===== src/rtl/seg7_scan_decoder.sv =====
// -----------------------------------------------------------------------------
// seg7_scan_decoder
//
// Receive side of a multiplexed 4-digit, active-low 7-segment display bus.
// Each {anode, segment} pattern must stay unchanged for STABLE_CYCLES
// consecutive sampling edges before it is accepted. This filters out ghosting
// and transition glitches. An accepted pattern is decoded back to BCD and
// stored in the digit slot that its anode selects. When all four slots hold a
// value, the frame is published with a one-cycle valid strobe and per-digit
// error flags.
//
// Parameters
//   N              segment bus width, fixed at 7
//   STABLE_CYCLES  consecutive identical edges needed to accept (2..255)
//
// Ports
//   iclk      in   1   system clock, rising edge
//   irst      in   1   synchronous active-high reset
//   iSeg      in   N   segments, active-low, bit6=a ... bit0=g
//   iAn       in   4   digit anodes, active-low, iAn[0]=units digit
//   oBCD      out  16  last completed frame, [3:0]=digit0 ... [15:12]=digit3
//   oValid    out  1   one-cycle pulse when oBCD/oErr/oErrMask update
//   oErr      out  1   OR of oErrMask, held with the frame
//   oErrMask  out  4   bit k set if digit k held an undecodable pattern
// -----------------------------------------------------------------------------
module seg7_scan_decoder #(
  parameter int N             = 7,
  parameter int STABLE_CYCLES = 4
) (
  input  logic          iclk,
  input  logic          irst,
  input  logic [N-1:0]  iSeg,
  input  logic [3:0]    iAn,
  output logic [15:0]   oBCD,
  output logic          oValid,
  output logic          oErr,
  output logic [3:0]    oErrMask
);

  // The counter is wide enough for the largest legal STABLE_CYCLES (255).
  localparam int              CNT_W    = 8;
  localparam logic [CNT_W-1:0] C_STABLE = CNT_W'(STABLE_CYCLES);
  localparam logic [CNT_W-1:0] C_LAST   = CNT_W'(STABLE_CYCLES - 1);

  // Maps a segment pattern to {invalid, bcd}. Any pattern that is not in the
  // table, including the all-off pattern, decodes to 4'hF with invalid set.
  function automatic logic [4:0] f_decode(input logic [6:0] seg);
    logic [4:0] res;
    case (seg)
      7'b0000001: res = {1'b0, 4'd0};
      7'b1001111: res = {1'b0, 4'd1};
      7'b0010010: res = {1'b0, 4'd2};
      7'b0000110: res = {1'b0, 4'd3};
      7'b1001100: res = {1'b0, 4'd4};
      7'b0100100: res = {1'b0, 4'd5};
      7'b0100000: res = {1'b0, 4'd6};
      7'b0001111: res = {1'b0, 4'd7};
      7'b0000000: res = {1'b0, 4'd8};
      7'b0000100: res = {1'b0, 4'd9};
      default:    res = {1'b1, 4'hF};
    endcase
    return res;
  endfunction

  // ---------------------------------------------------------------------------
  // State
  // ---------------------------------------------------------------------------
  logic [N+3:0]       r_sample;    // {iAn, iSeg} from the previous edge
  logic [CNT_W-1:0]   r_cnt;       // consecutive identical edges, saturating
  logic [3:0]         r_mask;      // digits captured in the current frame
  logic [3:0]         r_digit [4]; // captured BCD per digit
  logic [3:0]         r_inv;       // per-digit invalid flag
  logic [15:0]        r_bcd;
  logic               r_valid;
  logic               r_err;
  logic [3:0]         r_err_mask;

  // ---------------------------------------------------------------------------
  // Combinational decision logic
  // ---------------------------------------------------------------------------
  logic [N+3:0]  w_in;
  logic          w_match;
  logic [3:0]    w_sel;
  logic          w_accept;
  logic [4:0]    w_dec;
  logic          w_frame_done;
  logic [3:0]    w_mask_next;

  assign w_in = {iAn, iSeg};

  // A zero count only occurs right after reset. The first edge after reset
  // therefore always starts a new run, even if the bus happens to match the
  // cleared sample register.
  assign w_match = (r_cnt != '0) && (w_in == r_sample);

  // Anode filter: only patterns with exactly one active anode select a digit.
  // Blank and multi-low patterns leave w_sel at zero and capture nothing.
  // NOTE: every signal assigned in always_comb gets a default first, so no
  // path leaves it unassigned and no latch is inferred.
  always_comb begin
    w_sel = 4'b0000;
    case (iAn)
      4'b1110: w_sel = 4'b0001;
      4'b1101: w_sel = 4'b0010;
      4'b1011: w_sel = 4'b0100;
      4'b0111: w_sel = 4'b1000;
      default: w_sel = 4'b0000;
    endcase
  end

  // Accept exactly on the STABLE_CYCLES-th identical edge. After that the
  // count saturates at C_STABLE, so a longer hold never accepts again.
  assign w_accept = w_match && (r_cnt == C_LAST) && (w_sel != 4'b0000);

  assign w_dec = f_decode(iSeg[6:0]);

  // The frame is published on the edge after the mask fills. That same edge
  // clears the mask, and any acceptance on it starts the next frame.
  assign w_frame_done = (r_mask == 4'b1111);
  assign w_mask_next  = (w_frame_done ? 4'b0000 : r_mask) |
                        (w_accept ? w_sel : 4'b0000);

  // ---------------------------------------------------------------------------
  // Sequential state
  // ---------------------------------------------------------------------------
  // NOTE: sequential state uses non-blocking assignments only. Every register
  // then sees pre-edge values. This is why the frame below publishes the old
  // digit registers, even when the same edge overwrites one of them.
  always_ff @(posedge iclk) begin
    if (irst) begin
      r_sample   <= '0;
      r_cnt      <= '0;
      r_mask     <= 4'b0000;
      r_inv      <= 4'b0000;
      r_bcd      <= 16'h0000;
      r_valid    <= 1'b0;
      r_err      <= 1'b0;
      r_err_mask <= 4'b0000;
      // NOTE: the digit store is small and must read as zero after reset, so
      // it is cleared here instead of being left as an unreset memory.
      for (int k = 0; k < 4; k++) begin
        r_digit[k] <= 4'h0;
      end
    end else begin
      r_sample <= w_in;

      if (!w_match) begin
        r_cnt <= CNT_W'(1);
      end else if (r_cnt != C_STABLE) begin
        r_cnt <= r_cnt + CNT_W'(1);
      end

      // Capture into the selected slot. A repeat capture before the frame
      // completes overwrites the slot, so the latest value wins.
      for (int k = 0; k < 4; k++) begin
        if (w_accept && w_sel[k]) begin
          r_digit[k] <= w_dec[3:0];
          r_inv[k]   <= w_dec[4];
        end
      end

      r_mask  <= w_mask_next;
      r_valid <= w_frame_done;

      if (w_frame_done) begin
        r_bcd      <= {r_digit[3], r_digit[2], r_digit[1], r_digit[0]};
        r_err_mask <= r_inv;
        r_err      <= |r_inv;
      end
    end
  end

  assign oBCD     = r_bcd;
  assign oValid   = r_valid;
  assign oErr     = r_err;
  assign oErrMask = r_err_mask;

endmodule


===== config.mk =====
export PLATFORM = sky130hd
export DESIGN_NAME = seg7_scan_decoder
export DESIGN_NICKNAME = d
export VERILOG_FILES = /design/src/rtl/seg7_scan_decoder.sv
export SDC_FILE = /design/constraint.sdc
export NUM_CORES = 1
export LEC_CHECK = 0
export CAP_MARGIN = 0
export CELL_PAD_IN_SITES_DETAIL_PLACEMENT = 1
export CELL_PAD_IN_SITES_GLOBAL_PLACEMENT = 1
export CORE_MARGIN = 2
export CORE_UTILIZATION = 45
export DETAILED_ROUTE_END_ITERATION = 8
export HOLD_SLACK_MARGIN = 0.15
export PLACE_DENSITY_LB_ADDON = 0.1
export SLEW_MARGIN = 20
export SYNTH_ARGS = -nofsm -noshare
export SYNTH_HDL_FRONTEND = slang
export SYNTH_SLANG_ARGS = --single-unit

===== constraint.sdc =====
create_clock -name iclk -period 5.9 [get_ports iclk]
set_clock_uncertainty 0.2 [all_clocks]
set_input_delay 0.885 -clock iclk [delete_from_list [all_inputs] [get_ports iclk]]
set_output_delay 0.885 -clock iclk [all_outputs]
set_load 0.01 [all_outputs]

==> reports/qor.yml, run 1 <==
grt_max_degree: 50
ir_drop_mv: 0.172
grt_pass1_vias: 2329
crit_chain: "clkdlybuf4s50_1, xnor2_1, nand4_1, nor4_1, nand4_1, nand2b_1"
cts.clk_slew.worst_paths_ns: 0.07
synth_warnings: 0
num_vias: 2313
diodes: 0
cts-root-buf: "clkbuf_8"
die_area_um2: 6970
leakage_nw: 1.17
gp_congestion: 0.839
cpMostUsedCell: "nand4_1"
numPortBuffers: 34
cp-start-kind: "primary input"
tightest_slew_ns: 1.07
power_frac_comb_pct: 6.2
antenna_found_initial: 0
max_slew_margin_pct: 28.1
fmax_mhz: 275
regArea_um2: 1460
hold_class: "reg -> reg"
finalHoldViolations: 0
place_hpwl_mm: 4.59
crit_path_top_delay_cell: "nor4_1"
slowest_delay_ns: 0.92
async_reset_ff_share_pct: 0
die_x_um: 83.5
clkPwrFrac_pct: 40.0
intPower_mw: 0.673
routedWlPerCell_um: 15.2
grt_pass1_wl_mm: 11.0
end_kind: "flip-flop"
drc_errors: 0
stdcell_count: 423
grt_setup_unrepaired: "no"
post_cts_buffers: 0
powerDensity_nw_per_um2: 258
netlist_area_um2: 2850
crit_required_ns: 5.73
boundaryPins: 35
cp_top_family: "simple AND/OR/NAND/NOR gates"
dp_cells: 407
die_h_um: 83.5
setup_violations: 0
drive_above_1_share_pct: 5.75
final_nets: 358
multiInputGateArea_um2: 1280
postCtsHoldBufs: 0
synth_seq_area_share_pct: 51.4
outcome: "completed"
period_share_pct: 61.7
via_per_inst: 5.47
clkLatencyLatePin_ns: 0.33
final_core_util_pct: 56.0
slew_violations: 0
syn_to_final_growth_pct: 18.6
cp_max_fo: 11
fin_hold_ws_ns: 0.259
synth_seq_cells: 65
avgSynthCellArea_um2: 9.06
n_fill_cell: 705
arrival_ns: 3.47
syn-num-nets: 329
yosys_most_used_dff: "dfxtp_1"
switchingPower_mw: 0.197
cts_tree: "built"
power.share.sequential_pct: 53.8
clk_path_buf_depth: 2
ctsResizeCount: 0
drt_pass1_iterations: 4
maxCapViolations: 0
timing.critical_path.buf_inv: 1
drt_iter0_markers: 92
drt_wl_total_mm: 6.44
ant_nets: 0
worst-setup-path-type: "in -> reg"
clkSinkCount: 65
period_minus_slack_ns: 3.64
synth_edf_count: 16
switching_share_pct: 22.7
gr-total-overflow: 0
cts_inserted_buffers: 9
row_count: 28
grt_use_total_pct: 19.5
htree_levels: 3
core-area_um2: 6030
ys_types: 43
setup_tns_ns: 0
syn_inst: 314
start_util_pct: 47.2
[per-stage QoR]
step / power, mW / worst slack [ns] / instance area (um^2)
3_3_place_gp: 0.529 / 2.26 / 3190
4_1_cts: 0.881 / 2.30 / 3380
3_5_place_dp: 0.531 / 1.99 / 3190
5_1_grt: 0.906 / 2.08 / 3380
2_1_floorplan: 0.514 / 3.08 / 2850
6_report: 0.870 / 2.26 / 3380
[per-layer routing]
metal	track usage (%)	part of all wire (%)
met1	24.4	45
met2	33.1	50
met3	4.06	3.3
met4	7.62	1.6
met5	0	0
[path summary, 6_finish.rpt]
path	start	endpoint	slack, ns	cells past startpoint
max	iSeg[5]	r_digit[2][1]$_SDFFCE_PN0P_	2.26	6
min	oBCD[9]$_SDFFE_PP0P_	oBCD[9]$_SDFFE_PP0P_	0.26	2
max reg2reg	r_sample[5]$_SDFF_PP0_	r_digit[2][1]$_SDFFCE_PN0P_	3.20	5
min reg2reg	oBCD[9]$_SDFFE_PP0P_	oBCD[9]$_SDFFE_PP0P_	0.26	2
[cell type report]
| cell class | count | share of cell area [%] |
|---|---|---|
| timing repair buffer | 35 | 10.3 |
| sequential | 65 | 43.3 |
| inverter | 3 | 0.334 |
| tap | 75 | 2.78 |
| clock buffer | 14 | 5.11 |
| clock inverter | 2 | 0.371 |
| multi-input combinational | 229 | 37.8 |
[synthesized netlist by cell type, drive strengths merged (2+ instances only)]
master / number / share of area (%)
a21oi: 34 / 6.0
a22oi: 2 / 0.53
and3: 6 / 1.3
and4b: 2 / 0.70
buf: 7 / 2.1
clkbuf: 10 / 1.3
dfxtp: 49 / 34
edfxtp: 16 / 17
ha: 2 / 0.88
inv: 3 / 0.40
nand2: 57 / 7.5
nand2b: 7 / 1.5
nand3: 8 / 1.4
nand3b: 3 / 0.79
nand4: 9 / 2.0
nand4b: 2 / 0.62
nor2: 34 / 4.5
nor2b: 12 / 2.6
nor3: 4 / 0.70
nor4: 6 / 1.3
o21ai: 4 / 0.70
or4: 3 / 0.92
or4b: 3 / 1.1
xnor2: 15 / 5.1
xor2: 3 / 0.92
[placed cells by master (no fill, tap or decap), types with 2 or more instances in the layout]
cell type | netlist | layout
nor2b_1 | 12 | 12
nand4b_1 | 2 | 2
clkbuf_8 | 0 | 12
nor2_1 | 34 | 34
nand2_1 | 57 | 57
clkdlybuf4s50_1 | 0 | 34
nand2b_1 | 7 | 7
dfxtp_1 | 49 | 49
edfxtp_1 | 16 | 16
xnor2_2 | 2 | 2
nand3_1 | 8 | 8
nand4_1 | 9 | 9
inv_1 | 3 | 3
nand3b_1 | 3 | 3
nor4_1 | 6 | 6
or4_1 | 2 | 2
a22oi_1 | 2 | 2
clkbuf_1 | 10 | 2
and3_1 | 6 | 6
o21ai_0 | 4 | 4
xor2_1 | 3 | 3
a21oi_1 | 34 | 34
and4b_1 | 2 | 2
nor3_1 | 4 | 4
or4b_1 | 2 | 2
xnor2_1 | 13 | 13
ha_1 | 2 | 2
[registers in the layout, summed over array words and instances, names as in the netlist]
signal    flops
r_inv         4
oErr          1
oValid        1
oErrMask      4
r_digit      16
r_sample     11
r_mask        4
r_cnt         8
oBCD         16
[cells by family (layout without fill, tap and decap cells)]
kind of cell / after synthesis / after routing / share of synthesized area [%]
DFF: 65 / 65 / 51.4
and+or+nand+nor: 161 / 161 / 28.4
buffers and inverters: 20 / 54 / 3.78
AOI/OAI and AO/OA: 48 / 48 / 9.54
adders and majority gates: 2 / 2 / 0.879
xor gates and xnor gates: 18 / 18 / 6.07
[worst reg2reg max path, delay by kind of cell, from the launching register on]
kind | cells | cell delay (ns)
simple gates | 4 | 1.72
flops | 1 | 0.31
xor+xnor | 1 | 0.17
[power groups by stage]
| stage | sequential, mW | clock (mW) | combinational, mW |
|---|---|---|---|
| final | 0.468 | 0.348 | 0.0542 |
| after global routing | 0.468 | 0.378 | 0.0599 |
| after CTS | 0.468 | 0.359 | 0.0543 |
| after detailed placement | 0.478 | 0 | 0.0537 |
| after global placement | 0.477 | 0 | 0.0518 |
| after floorplan | 0.477 | 0 | 0.0378 |
(Power assumes the default switching activity.)
==> run 2, diff against run 1 <==
--- a/config.mk
+++ b/config.mk
@@ -9,7 +9,7 @@
 export CELL_PAD_IN_SITES_DETAIL_PLACEMENT = 1
 export CELL_PAD_IN_SITES_GLOBAL_PLACEMENT = 1
 export CORE_MARGIN = 2
-export CORE_UTILIZATION = 45
+export CORE_UTILIZATION = 42
 export DETAILED_ROUTE_END_ITERATION = 8
 export HOLD_SLACK_MARGIN = 0.15
 export PLACE_DENSITY_LB_ADDON = 0.1
==> constraint.sdc (replaced) <==
create_clock -name iclk -period 3.7 [get_ports iclk]
set_clock_uncertainty 0.2 [all_clocks]
set_input_delay 0.555 -clock iclk [delete_from_list [all_inputs] [get_ports iclk]]
set_output_delay 0.555 -clock iclk [all_outputs]
set_load 0.01 [all_outputs]
==> reports/qor.yml, run 2 (synthesized netlist as in run 1, its figures left out) <==
outcome: "completed"
period_share_pct: 79.4
core-area_um2: 6460  # +7.2%
stdcell_count: 427  # +0.95%
syn_to_final_growth_pct: 19.7
grt_pass1_wl_mm: 10.7  # -2.9%
final_common_cell: "nand2_1"
period_minus_slack_ns: 2.94
finalHoldViolations: 0  # unchanged
setup_slack_ns: 0.763  # -1.50 ns
gr-total-overflow: 0  # unchanged
final_core_util_pct: 52.7  # -3.3 points
cts.clk_slew.worst_paths_ns: 0.07  # about the same
row_count: 29  # +3.6%
die_x_um: 86.3  # +3.3%
cp_max_fo: 9  # -2
cts_inserted_buffers: 9  # unchanged
dp_cells: 411  # +0.98%
drt_wl_total_mm: 6.41  # -0.37%
routedWlPerCell_um: 15.0  # -1.3%
timing.critical_path.buf_inv: 1  # unchanged
crit_chain: "clkdlybuf4s50_1, or4b_2, o32ai_1, a31oi_1, a22oi_1, nor2_1"
max_slew_margin_pct: 56.6  # +28 points
drt_pass1_iterations: 4  # unchanged
ant_nets: 0  # unchanged
htree_levels: 3  # unchanged
grt_max_degree: 38  # -24%
antenna_found_initial: 0  # unchanged
final_nets: 361  # +0.84%
setup_tns_ns: 0  # unchanged
diodes: 0  # unchanged
num_vias: 2268  # -1.9%
via_per_inst: 5.31  # -2.9%
fmax_mhz: 340
powerDensity_nw_per_um2: 416  # +62%
post_cts_buffers: 0  # unchanged
power_mw: 1.42  # +63%
cp_top_family: "simple AND/OR/NAND/NOR gates"
leakage_nw: 1.19  # +1.8%
crit_path_top_delay_cell: "or4b_2"
end_kind: "flip-flop"
drive_above_1_share_pct: 6.29  # +0.54 points
boundaryPins: 35  # unchanged
hold_class: "reg -> reg"
n_fill_cell: 752  # +6.7%
cp-start-kind: "primary input"
worst-setup-path-type: "in -> reg"
start_util_pct: 44.1  # -3.2 points
final_cell_mix: "nand2_1, dfxtp_1, nor2_1, a21oi_1, clkdlybuf4s50_1"
cts_tree: "built"
drc_errors: 0  # unchanged
ctsResizeCount: 0  # unchanged
maxCapViolations: 0  # unchanged
die_area_um2: 7450  # +6.8%
clkLatencyLatePin_ns: 0.33  # about the same
ir_drop_mv: 0.198  # +15%
gp_congestion: 0.835  # -0.44%
clkSinkCount: 65  # unchanged
tightest_slew_ns: 0.652  # -0.423 ns
reg2reg_from: "r_cnt[0]$_SDFFE_PP0P_"
drt_iter0_markers: 79  # -14%
postCtsHoldBufs: 0  # unchanged
slew_violations: 0  # unchanged
arrival_ns: 2.80  # -0.67 ns
pre_cts_slack_ns: 0.458  # -1.53 ns
grt_setup_unrepaired: "no"
grt_use_total_pct: 18.7  # -0.78 points
die_h_um: 86.3  # +3.3%
grt_pass1_vias: 2262  # -2.9%
cp-startpoint: "iSeg[1]"
hold_start: "oErrMask[2]$_SDFFE_PP0P_"
setup_violations: 0  # unchanged
numPortBuffers: 34  # unchanged
cts-root-buf: "clkbuf_8"
crit_required_ns: 3.57  # -2.16 ns
place_hpwl_mm: 4.59  # about the same
slowest_delay_ns: 0.74  # -0.18 ns
clk_path_buf_depth: 2  # unchanged
run 2: path summary, 6_finish.rpt:
check | endpoint | slack [ns] | cells past startpoint
setup / recovery | r_digit[0][3]$_SDFFCE_PN0P_ | 0.76 | 6
hold / removal | oErrMask[2]$_SDFFE_PP0P_ | 0.25 | 2
setup reg to reg | r_digit[3][3]$_SDFFCE_PN0P_ | 1.30 | 7
hold reg to reg | oErrMask[2]$_SDFFE_PP0P_ | 0.25 | 2
run 2: final cells by class:
type	count	area [um^2]	share of cell area (%)
clock inverters	4	43.8	1.29
well taps	77	96.3	2.83
inverters	3	11.3	0.331
multi-input cells	229	1280	37.5
repair buffers	38	374	11.0
clock buffers	11	141	4.15
flip-flops and latches	65	1460	42.9
run 2: per-stage QoR:
stage	hold slack, ns	area (um^2)
floorplan	0.239	2850
global placement	0.242	3210
detailed placement	0.247	3210
CTS	0.257	3390
global route	0.275	3400
finish	0.254	3400
run 2: report_power, final:
part | internal [mW] | leakage, nW | total (mW) | switching, mW
Sequential | 0.740 | 0.560 | 0.746 | 0.00597
Combinational | 0.0356 | 0.534 | 0.0861 | 0.0505
Clock | 0.322 | 0.0966 | 0.586 | 0.264
run 2: routing by layer:
layer	global-route usage [%]	up-vias	routed length (um)
met5	0	-	0
met4	8.10	0	80
met3	4.38	7	190
met2	30.7	37	3180
met1	23.7	1072	2960
li1	-	1152	-
run 2: worst min-delay path, stage by stage (launching register included):
cell and delay (ns):
dfxtp_1 0.31, nand2_1 0.05, a21oi_1 0.05
